### config.mk
export PLATFORM = sky130hd
export DESIGN_NAME = fetch_stage
export DESIGN_NICKNAME = d
export VERILOG_FILES = /design/src/rtl/isa_pkg.sv /design/src/rtl/pc_reg.sv /design/src/rtl/fetch_stage.sv
export SDC_FILE = /design/constraint.sdc
export NUM_CORES = 1
export LEC_CHECK = 0
export CORE_MARGIN = 2
export CORE_UTILIZATION = 46
export CTS_CLUSTER_SIZE = 12
export DETAILED_ROUTE_END_ITERATION = 6
export PLACE_DENSITY = 0.77
export SLEW_MARGIN = 10
export SYNTH_ARGS = -nofsm -noshare
export SYNTH_HDL_FRONTEND = slang
export SYNTH_SLANG_ARGS = --single-unit
### constraint.sdc
create_clock -name clk -period 6.29 [get_ports clk]
set_input_delay 1.258 -clock clk [delete_from_list [all_inputs] [get_ports clk]]
set_output_delay 1.258 -clock clk [all_outputs]
set_load 0.05 [all_outputs]
### src/rtl/isa_pkg.sv
// Shared ISA definitions: opcode constants, instruction-word field bounds and fetch-state encoding.
// Fetch, control and later pipeline stages all import this package.
package isa_pkg;

  localparam int OPC_HI = 15;
  localparam int OPC_LO = 7;

  localparam logic [15:0] NOP_WORD = 16'h0000;

  localparam logic [8:0] OP_NOP  = 9'b000_00000;
  localparam logic [8:0] OP_SETC = 9'b000_00001;
  localparam logic [8:0] OP_NOT  = 9'b001_00000;
  localparam logic [8:0] OP_INC  = 9'b001_00001;
  localparam logic [8:0] OP_OUT  = 9'b001_00010;
  localparam logic [8:0] OP_IN   = 9'b001_00011;
  localparam logic [8:0] OP_MOV  = 9'b010_00000;
  localparam logic [8:0] OP_ADD  = 9'b010_00001;
  localparam logic [8:0] OP_SUB  = 9'b010_00010;
  localparam logic [8:0] OP_AND  = 9'b010_00011;
  localparam logic [8:0] OP_PUSH = 9'b011_00000;
  localparam logic [8:0] OP_POP  = 9'b011_00001;
  localparam logic [8:0] OP_LDM  = 9'b011_00010;
  localparam logic [8:0] OP_LDD  = 9'b011_00011;
  localparam logic [8:0] OP_STD  = 9'b011_00100;
  localparam logic [8:0] OP_JZ   = 9'b100_00000;
  localparam logic [8:0] OP_JN   = 9'b100_00001;
  localparam logic [8:0] OP_JC   = 9'b100_00010;
  localparam logic [8:0] OP_JMP  = 9'b100_00011;
  localparam logic [8:0] OP_CALL = 9'b100_00100;
  localparam logic [8:0] OP_RET  = 9'b100_00101;

  typedef enum logic {
    FETCH = 1'b0,
    IMM   = 1'b1
  } fetch_state_t;

  // Only the memory-immediate forms carry a second word; undefined opcodes are one word.
  function automatic logic is_two_word(input logic [8:0] opcode);
    return (opcode == OP_LDM) || (opcode == OP_LDD) || (opcode == OP_STD);
  endfunction

endpackage

### src/rtl/pc_reg.sv
// Program counter: load beats increment, otherwise hold; async reset to RESET_PC.
module pc_reg #(
  parameter int              PC_W     = 32,
  parameter logic [PC_W-1:0] RESET_PC = '0
) (
  input  logic            clk,
  input  logic            rst,
  input  logic            load,
  input  logic [PC_W-1:0] load_val,
  input  logic            inc,
  output logic [PC_W-1:0] pc
);

  localparam logic [PC_W-1:0] PC_ONE = {{(PC_W-1){1'b0}}, 1'b1};

  logic [PC_W-1:0] pc_reg_q;

  always_ff @(posedge clk or posedge rst) begin
    if (rst) begin
      pc_reg_q <= RESET_PC;
    end else if (load) begin
      pc_reg_q <= load_val;
    end else if (inc) begin
      pc_reg_q <= pc_reg_q + PC_ONE;
    end
  end

  assign pc = pc_reg_q;

endmodule

### src/rtl/fetch_stage.sv
// Instruction fetch with one/two-word assembly and the IF/ID pipeline register.
// A two-word instruction inserts one bubble while its immediate is fetched.
module fetch_stage
  import isa_pkg::*;
#(
  parameter int              PC_W     = 32,
  parameter logic [PC_W-1:0] RESET_PC = '0
) (
  input  logic            clk,
  input  logic            rst,
  output logic [PC_W-1:0] imem_addr,
  input  logic [15:0]     imem_data,
  input  logic            stall,
  input  logic            branch_taken,
  input  logic [PC_W-1:0] branch_target,
  output logic [15:0]     if_id_instr,
  output logic [15:0]     if_id_imm,
  output logic [PC_W-1:0] if_id_pc,
  output logic [PC_W-1:0] if_id_pc_next,
  output logic            if_id_valid
);

  localparam logic [PC_W-1:0] PC_ONE = {{(PC_W-1){1'b0}}, 1'b1};

  logic [PC_W-1:0] pc;
  logic [PC_W-1:0] pc_plus_one;
  fetch_state_t    state_reg;
  logic [15:0]     hold_instr_reg;
  logic [PC_W-1:0] hold_pc_reg;
  logic [15:0]     instr_reg;
  logic [15:0]     imm_reg;
  logic [PC_W-1:0] id_pc_reg;
  logic [PC_W-1:0] id_pc_next_reg;
  logic            valid_reg;

  pc_reg #(
    .PC_W     (PC_W),
    .RESET_PC (RESET_PC)
  ) u_pc_reg (
    .clk      (clk),
    .rst      (rst),
    .load     (branch_taken),
    .load_val (branch_target),
    .inc      (!stall && !branch_taken),
    .pc       (pc)
  );

  assign pc_plus_one = pc + PC_ONE;

  always_ff @(posedge clk or posedge rst) begin
    if (rst) begin
      state_reg      <= FETCH;
      hold_instr_reg <= '0;
      hold_pc_reg    <= '0;
      instr_reg      <= NOP_WORD;
      imm_reg        <= '0;
      id_pc_reg      <= '0;
      id_pc_next_reg <= '0;
      valid_reg      <= 1'b0;
    end else if (branch_taken) begin
      // Redirect squashes whatever half-assembled instruction is in flight.
      state_reg      <= FETCH;
      hold_instr_reg <= '0;
      hold_pc_reg    <= '0;
      instr_reg      <= NOP_WORD;
      imm_reg        <= '0;
      valid_reg      <= 1'b0;
    end else if (!stall) begin
      case (state_reg)
        FETCH: begin
          if (is_two_word(imem_data[OPC_HI:OPC_LO])) begin
            hold_instr_reg <= imem_data;
            hold_pc_reg    <= pc;
            instr_reg      <= NOP_WORD;
            imm_reg        <= '0;
            valid_reg      <= 1'b0;
            state_reg      <= IMM;
          end else begin
            instr_reg      <= imem_data;
            imm_reg        <= '0;
            id_pc_reg      <= pc;
            id_pc_next_reg <= pc_plus_one;
            valid_reg      <= 1'b1;
          end
        end
        IMM: begin
          instr_reg      <= hold_instr_reg;
          imm_reg        <= imem_data;
          id_pc_reg      <= hold_pc_reg;
          id_pc_next_reg <= pc_plus_one;
          valid_reg      <= 1'b1;
          state_reg      <= FETCH;
        end
        default: state_reg <= FETCH;
      endcase
    end
  end

  assign imem_addr     = pc;
  assign if_id_instr   = instr_reg;
  assign if_id_imm     = imm_reg;
  assign if_id_pc      = id_pc_reg;
  assign if_id_pc_next = id_pc_next_reg;
  assign if_id_valid   = valid_reg;

endmodule

Yosys cells after proc, flatten, opt, wreduce, memory -nomap -nowiden
Cells that the tools add are included.
Operators by class
  add/subtract/negate cells: 1
  reductions and logical operators: 9
  eq/ne operators: 6
  bitwise operators: 3
  multiplexer cells: 29
Operators by type and width (count)
  32-bit 2-to-1 mux: 8
  16-bit 2-to-1 mux: 9
  32-bit one-hot mux with 2 select lines: 2
  16-bit one-hot mux with 2 select lines: 2
  32-bit by 1-bit adder with 32-bit output (second input constant): 1
  9-bit by 7-bit equality test with 1-bit output (second input constant): 3
  1-bit 2-to-1 mux: 6
  3-bit AND reduction: 2
  2-bit inequality test (second input constant): 2
  1-bit one-hot mux with 2 select lines: 2
  2-bit nonzero test: 2
  1-bit inverter: 3
  1-bit logical NOT: 2
  1-bit logical OR: 2
  2-bit by 1-bit inequality test with 1-bit output (second input constant): 1
  1-bit logical AND: 1
Word-level totals
  flip-flop bits (word level): 178
  output and inout port bits: 129

Longest topological paths before layout
  depth in word-level cells: 7
  gate-level depth with buffers: 8

Cells and area by module
A second synthesis with hierarchy kept.
Unflattened totals
  cells, all modules: 840
  area, all modules: 8314.2 µm²
Modules (own cells, without submodules)
  fetch_stage: sequential area each 3653.5 µm², area each 6442.4 µm², instances 1, cells each 628
  pc_reg: sequential area each 800.8 µm², area each 1871.8 µm², instances 1, cells each 212

Worst setup path before layout
No wires, ideal clock.
  path kind: input to register
  from: in branch_taken
  to: reg id_pc_reg[0], in the netlist if_id_pc[0]
  slack: 3381 ps
  data required time: 6164 ps
  path buffers: 5
  setup time: 126 ps
  stages on the path: 8
  arrival time: 2783 ps
  cell sequence: clkbuf_1 or2_2 clkbuf_1 nor2b_1 clkbuf_1 clkbuf_1 buf_2 a21oi_1
Between the ends
  cells in the longest elaborated chain, start to end: 2
RTL lines
  start: declaration: line fetch_stage.sv:14  | input logic branch_taken,
  1-bit inverter (no source line)
  3-bit AND reduction (no source line)
  end signal: assignment: line fetch_stage.sv:81  | id_pc_reg <= pc;
  end signal: assignment: line fetch_stage.sv:89  | id_pc_reg <= hold_pc_reg;
  end: declaration: line fetch_stage.sv:32  | logic [PC_W-1:0] id_pc_reg;
Every way passes these cells.
A chain may end at the register's enable or synchronous reset.

Final worst setup path
  from: in stall
  to: reg id_pc_next_reg[22], in the netlist if_id_pc_next[22]
Between the ends
  cells in the longest elaborated chain, start to end: 2
RTL lines
  start: declaration: line fetch_stage.sv:13  | input logic stall,
  1-bit inverter (no source line)
  3-bit AND reduction (no source line)
  end signal: assignment: line fetch_stage.sv:82  | id_pc_next_reg <= pc_plus_one;
  end signal: assignment: line fetch_stage.sv:90  | id_pc_next_reg <= pc_plus_one;
  end: declaration: line fetch_stage.sv:33  | logic [PC_W-1:0] id_pc_next_reg;
Every way passes these cells.

==> flow_summary.ini <==
[sta]
rsz0062_at_grt = false
maxSlewViolCount = 0
slew_headroom = 0.1777
setup_tns_ns = 0
fin_skew_ns = 0.009772
min_period_over_period = 0.5631
fmaxAchievable_mhz = 282.3
finalSetupViolations = 0
hold_violations = 0
timing.hold.ws_ns = 0.4801
tightest_slew_ns = 1.229
period_minus_slack_ns = 3.542

[clock_network]
clockBufferDepth = 2
ctsHoldBuffers = 0
cts_tree = built
htreeDepth = 4
cts_inserted_buffers = 17
cts_setup_buffers = 0
cts_sinks = 178
worstSkewPairLatency_ns = 0.43
cts_root_buffer = clkbuf_16
post_cts_resized = 0
path_clk_slew_ns = 0.07

[setup_path]
cp-startpoint = stall
path_class = in2reg
slowest_delay_ns = 0.68
crit_chain = clkdlybuf4s50_1 > buf_4 > or2_2 > nor2b_4 > buf_4 > nor2_1 > a21oi_1
arrival_ns = 3.90
cpMaxStageDelayCell = nor2b_4
r2r-end = u_pc_reg.pc[28]$_DFFE_PP0P_
cp_num_buf_inv = 3
r2r_setup_slack_ns = 3.78
cp.depth = 7
end_kind = register
crit_required_ns = 6.65
path_delay_family = simple AND/OR/NAND/NOR gates
cp_max_fo = 48
rr_worst_depth = 6
crit_end = if_id_pc_next[22]$_DFFE_PP0P_
reg2reg_from = u_pc_reg.pc[0]$_DFFE_PP0P_
start_kind = primary input
path_common_cell = buf_4

[floorplanning]
io_pins = 181
initial_core_util = 0.4686
core_um2 = 17240
die_x_um = 136.5
die_y_um = 136.5
rows = 48
die-area_um2 = 18640

[placed_design]
io_buffer_count = 180
place.gp.congestion = 0.8133
place_hpwl_um = 14000

[layout]
n_antenna_cell = 0
area_delta_synth_final_pct = 29.66
drive_above_1_share = 0.06182
fin_nets = 962

[worst_hold_path]
min_path_type = reg2reg
hold_start = if_id_valid$_DFFE_PP0P_

[synth]
synth_area_leaders = dfrtp_1 (55%), a22o_1 (6.3%), mux2i_1 (4.7%)
synth_top_area_share = 0.5514
synth_cells = 776
yosysSeqAreaShare = 0.5514
syn_avg_cell_area_um2 = 10.41
synth.distinct_cells = 42
synth-seq-cells = 178
synth_fp_nets = 829
async_flop_share = 1.000
ys_warn_count = 0
synth_area_um2 = 8078
synth-edff-count = 0
synth_ff_type = dfrtp_1
synth_area_leader_cell = dfrtp_1

[global_route]
grt-ovfl-total = 0
grt_first_pass_wirelength_um = 33440
grt_pass1_vias = 6314
groute.usage.overall = 0.2323
grt_max_degree = 77
antenna_found_initial = 0

[run]
drv_cap = 0

[power_and_ir_drop]
power.density_nw_per_um2 = 292.9
ir_drop_mv = 0.2102
p_leak_nw = 4.251

[detailed_routing]
drt_first_pass_iters = 5
via_per_inst = 5.638
drcViolationCount = 0
drtIter0Drc = 424
wirelength_um = 21170
dr_total_vias = 6467
antenna_left = 0
route.detailed.wl_per_inst_um = 18.45

[outcome]
outcome = finished, final reports clean
synthesized netlist by cell type (all sizes together) (2+ instances only):
master / n
xor2: 19
mux2: 2
clkbuf: 54
a22o: 58
a21o: 4
buf: 21
and4: 7
a22oi: 12
nand3: 14
nand2: 59
a21oi: 65
nand2b: 2
inv: 3
nor2b: 5
nand4: 10
or3: 2
nand4b: 3
mux2i: 38
o21ai: 44
xnor2: 41
nor3: 19
dfrtp: 178
and2: 6
or2: 2
nor2: 86
nor4: 9
and3: 5
or4: 2
per-layer routing:
metal	wire length (um)	track usage	part of all wire	up-vias
met5	0	0	0	-
met1	9423	0.3268	0.45	3214
met2	9841	0.3522	0.46	244
met3	1488	0.05037	0.070	31
met4	412	0.09086	0.019	0
li1	-	-	-	2978
through the flow:
step / total power [W] / worst slack (ns) / cell area [um^2] / cells / util
2_1_floorplan: 0.001835 / 0.2017 / 8078 / 776 / -
3_3_place_gp: 0.002115 / 2.374 / 9942 / 1115 / 0.5768
3_5_place_dp: 0.002124 / 2.303 / 9942 / 1115 / 0.5768
4_1_cts: 0.003090 / 2.748 / 10470 / 1147 / 0.6077
5_1_grt: 0.003188 / 2.525 / 10470 / 1147 / 0.6077
6_report: 0.003068 / 2.748 / 10470 / 1147 / 0.6077
worst min path at each step:
stage / to / slack [ns] / cells past startpoint
floorplan: hold_instr_reg[12]$_DFFE_PP0P_ / 0.45 / 1
global placement: if_id_valid$_DFFE_PP0P_ / 0.46 / 1
detailed placement: if_id_valid$_DFFE_PP0P_ / 0.47 / 1
CTS: if_id_valid$_DFFE_PP0P_ / 0.48 / 1
global route: if_id_valid$_DFFE_PP0P_ / 0.50 / 1
finish: if_id_valid$_DFFE_PP0P_ / 0.48 / 1
cell usage in the layout (no fill, tap or decap), types with 4 or more instances in the layout:
master and n:
nand4_1 9, nand3_1 14, clkinv_4 4, dfrtp_1 177, a22oi_1 12, clkbuf_16 17
nor2_1 85, xor2_1 19, xnor2_1 41, nor4_1 5, clkdlybuf4s50_1 179, o21ai_1 19
a21o_1 4, nor3_1 16, a21oi_1 65, a22o_1 58, buf_4 9, o21ai_0 25
mux2i_1 38, and4_1 7, and3_1 5, nand2_1 59, and2_1 6
logic make-up after synthesis:
family | share of synthesized area
AND/OR/NAND/NOR | 0.1444
flip-flops | 0.5514
XOR/XNOR | 0.06506
adder cells (fa/ha/maj) | 0.001549
buffers and inverters | 0.03996
AO/OA/AOI/OAI | 0.1478
multiplexers | 0.04988
cell type report:
cell class	instances	area [um^2]
Multi-Input combinational cell	520	3324
Clock buffer	21	450.4
Clock inverter	11	81.33
Fill cell	1423	6763
Timing Repair Buffer	189	1864
Tap cell	225	281.5
Inverter	3	16.27
Sequential cell	178	4456
where the power goes:
| group | internal (W) | switching, W | total (W) |
|---|---|---|---|
| Sequential | 0.00124 | 0.000102 | 0.00134 |
| Clock | 0.000517 | 0.000449 | 0.000967 |
| Combinational | 0.000257 | 0.000507 | 0.000764 |
| Total | 0.00201 | 0.00106 | 0.00307 |
Note: power is estimated with default switching activity, not from simulation.
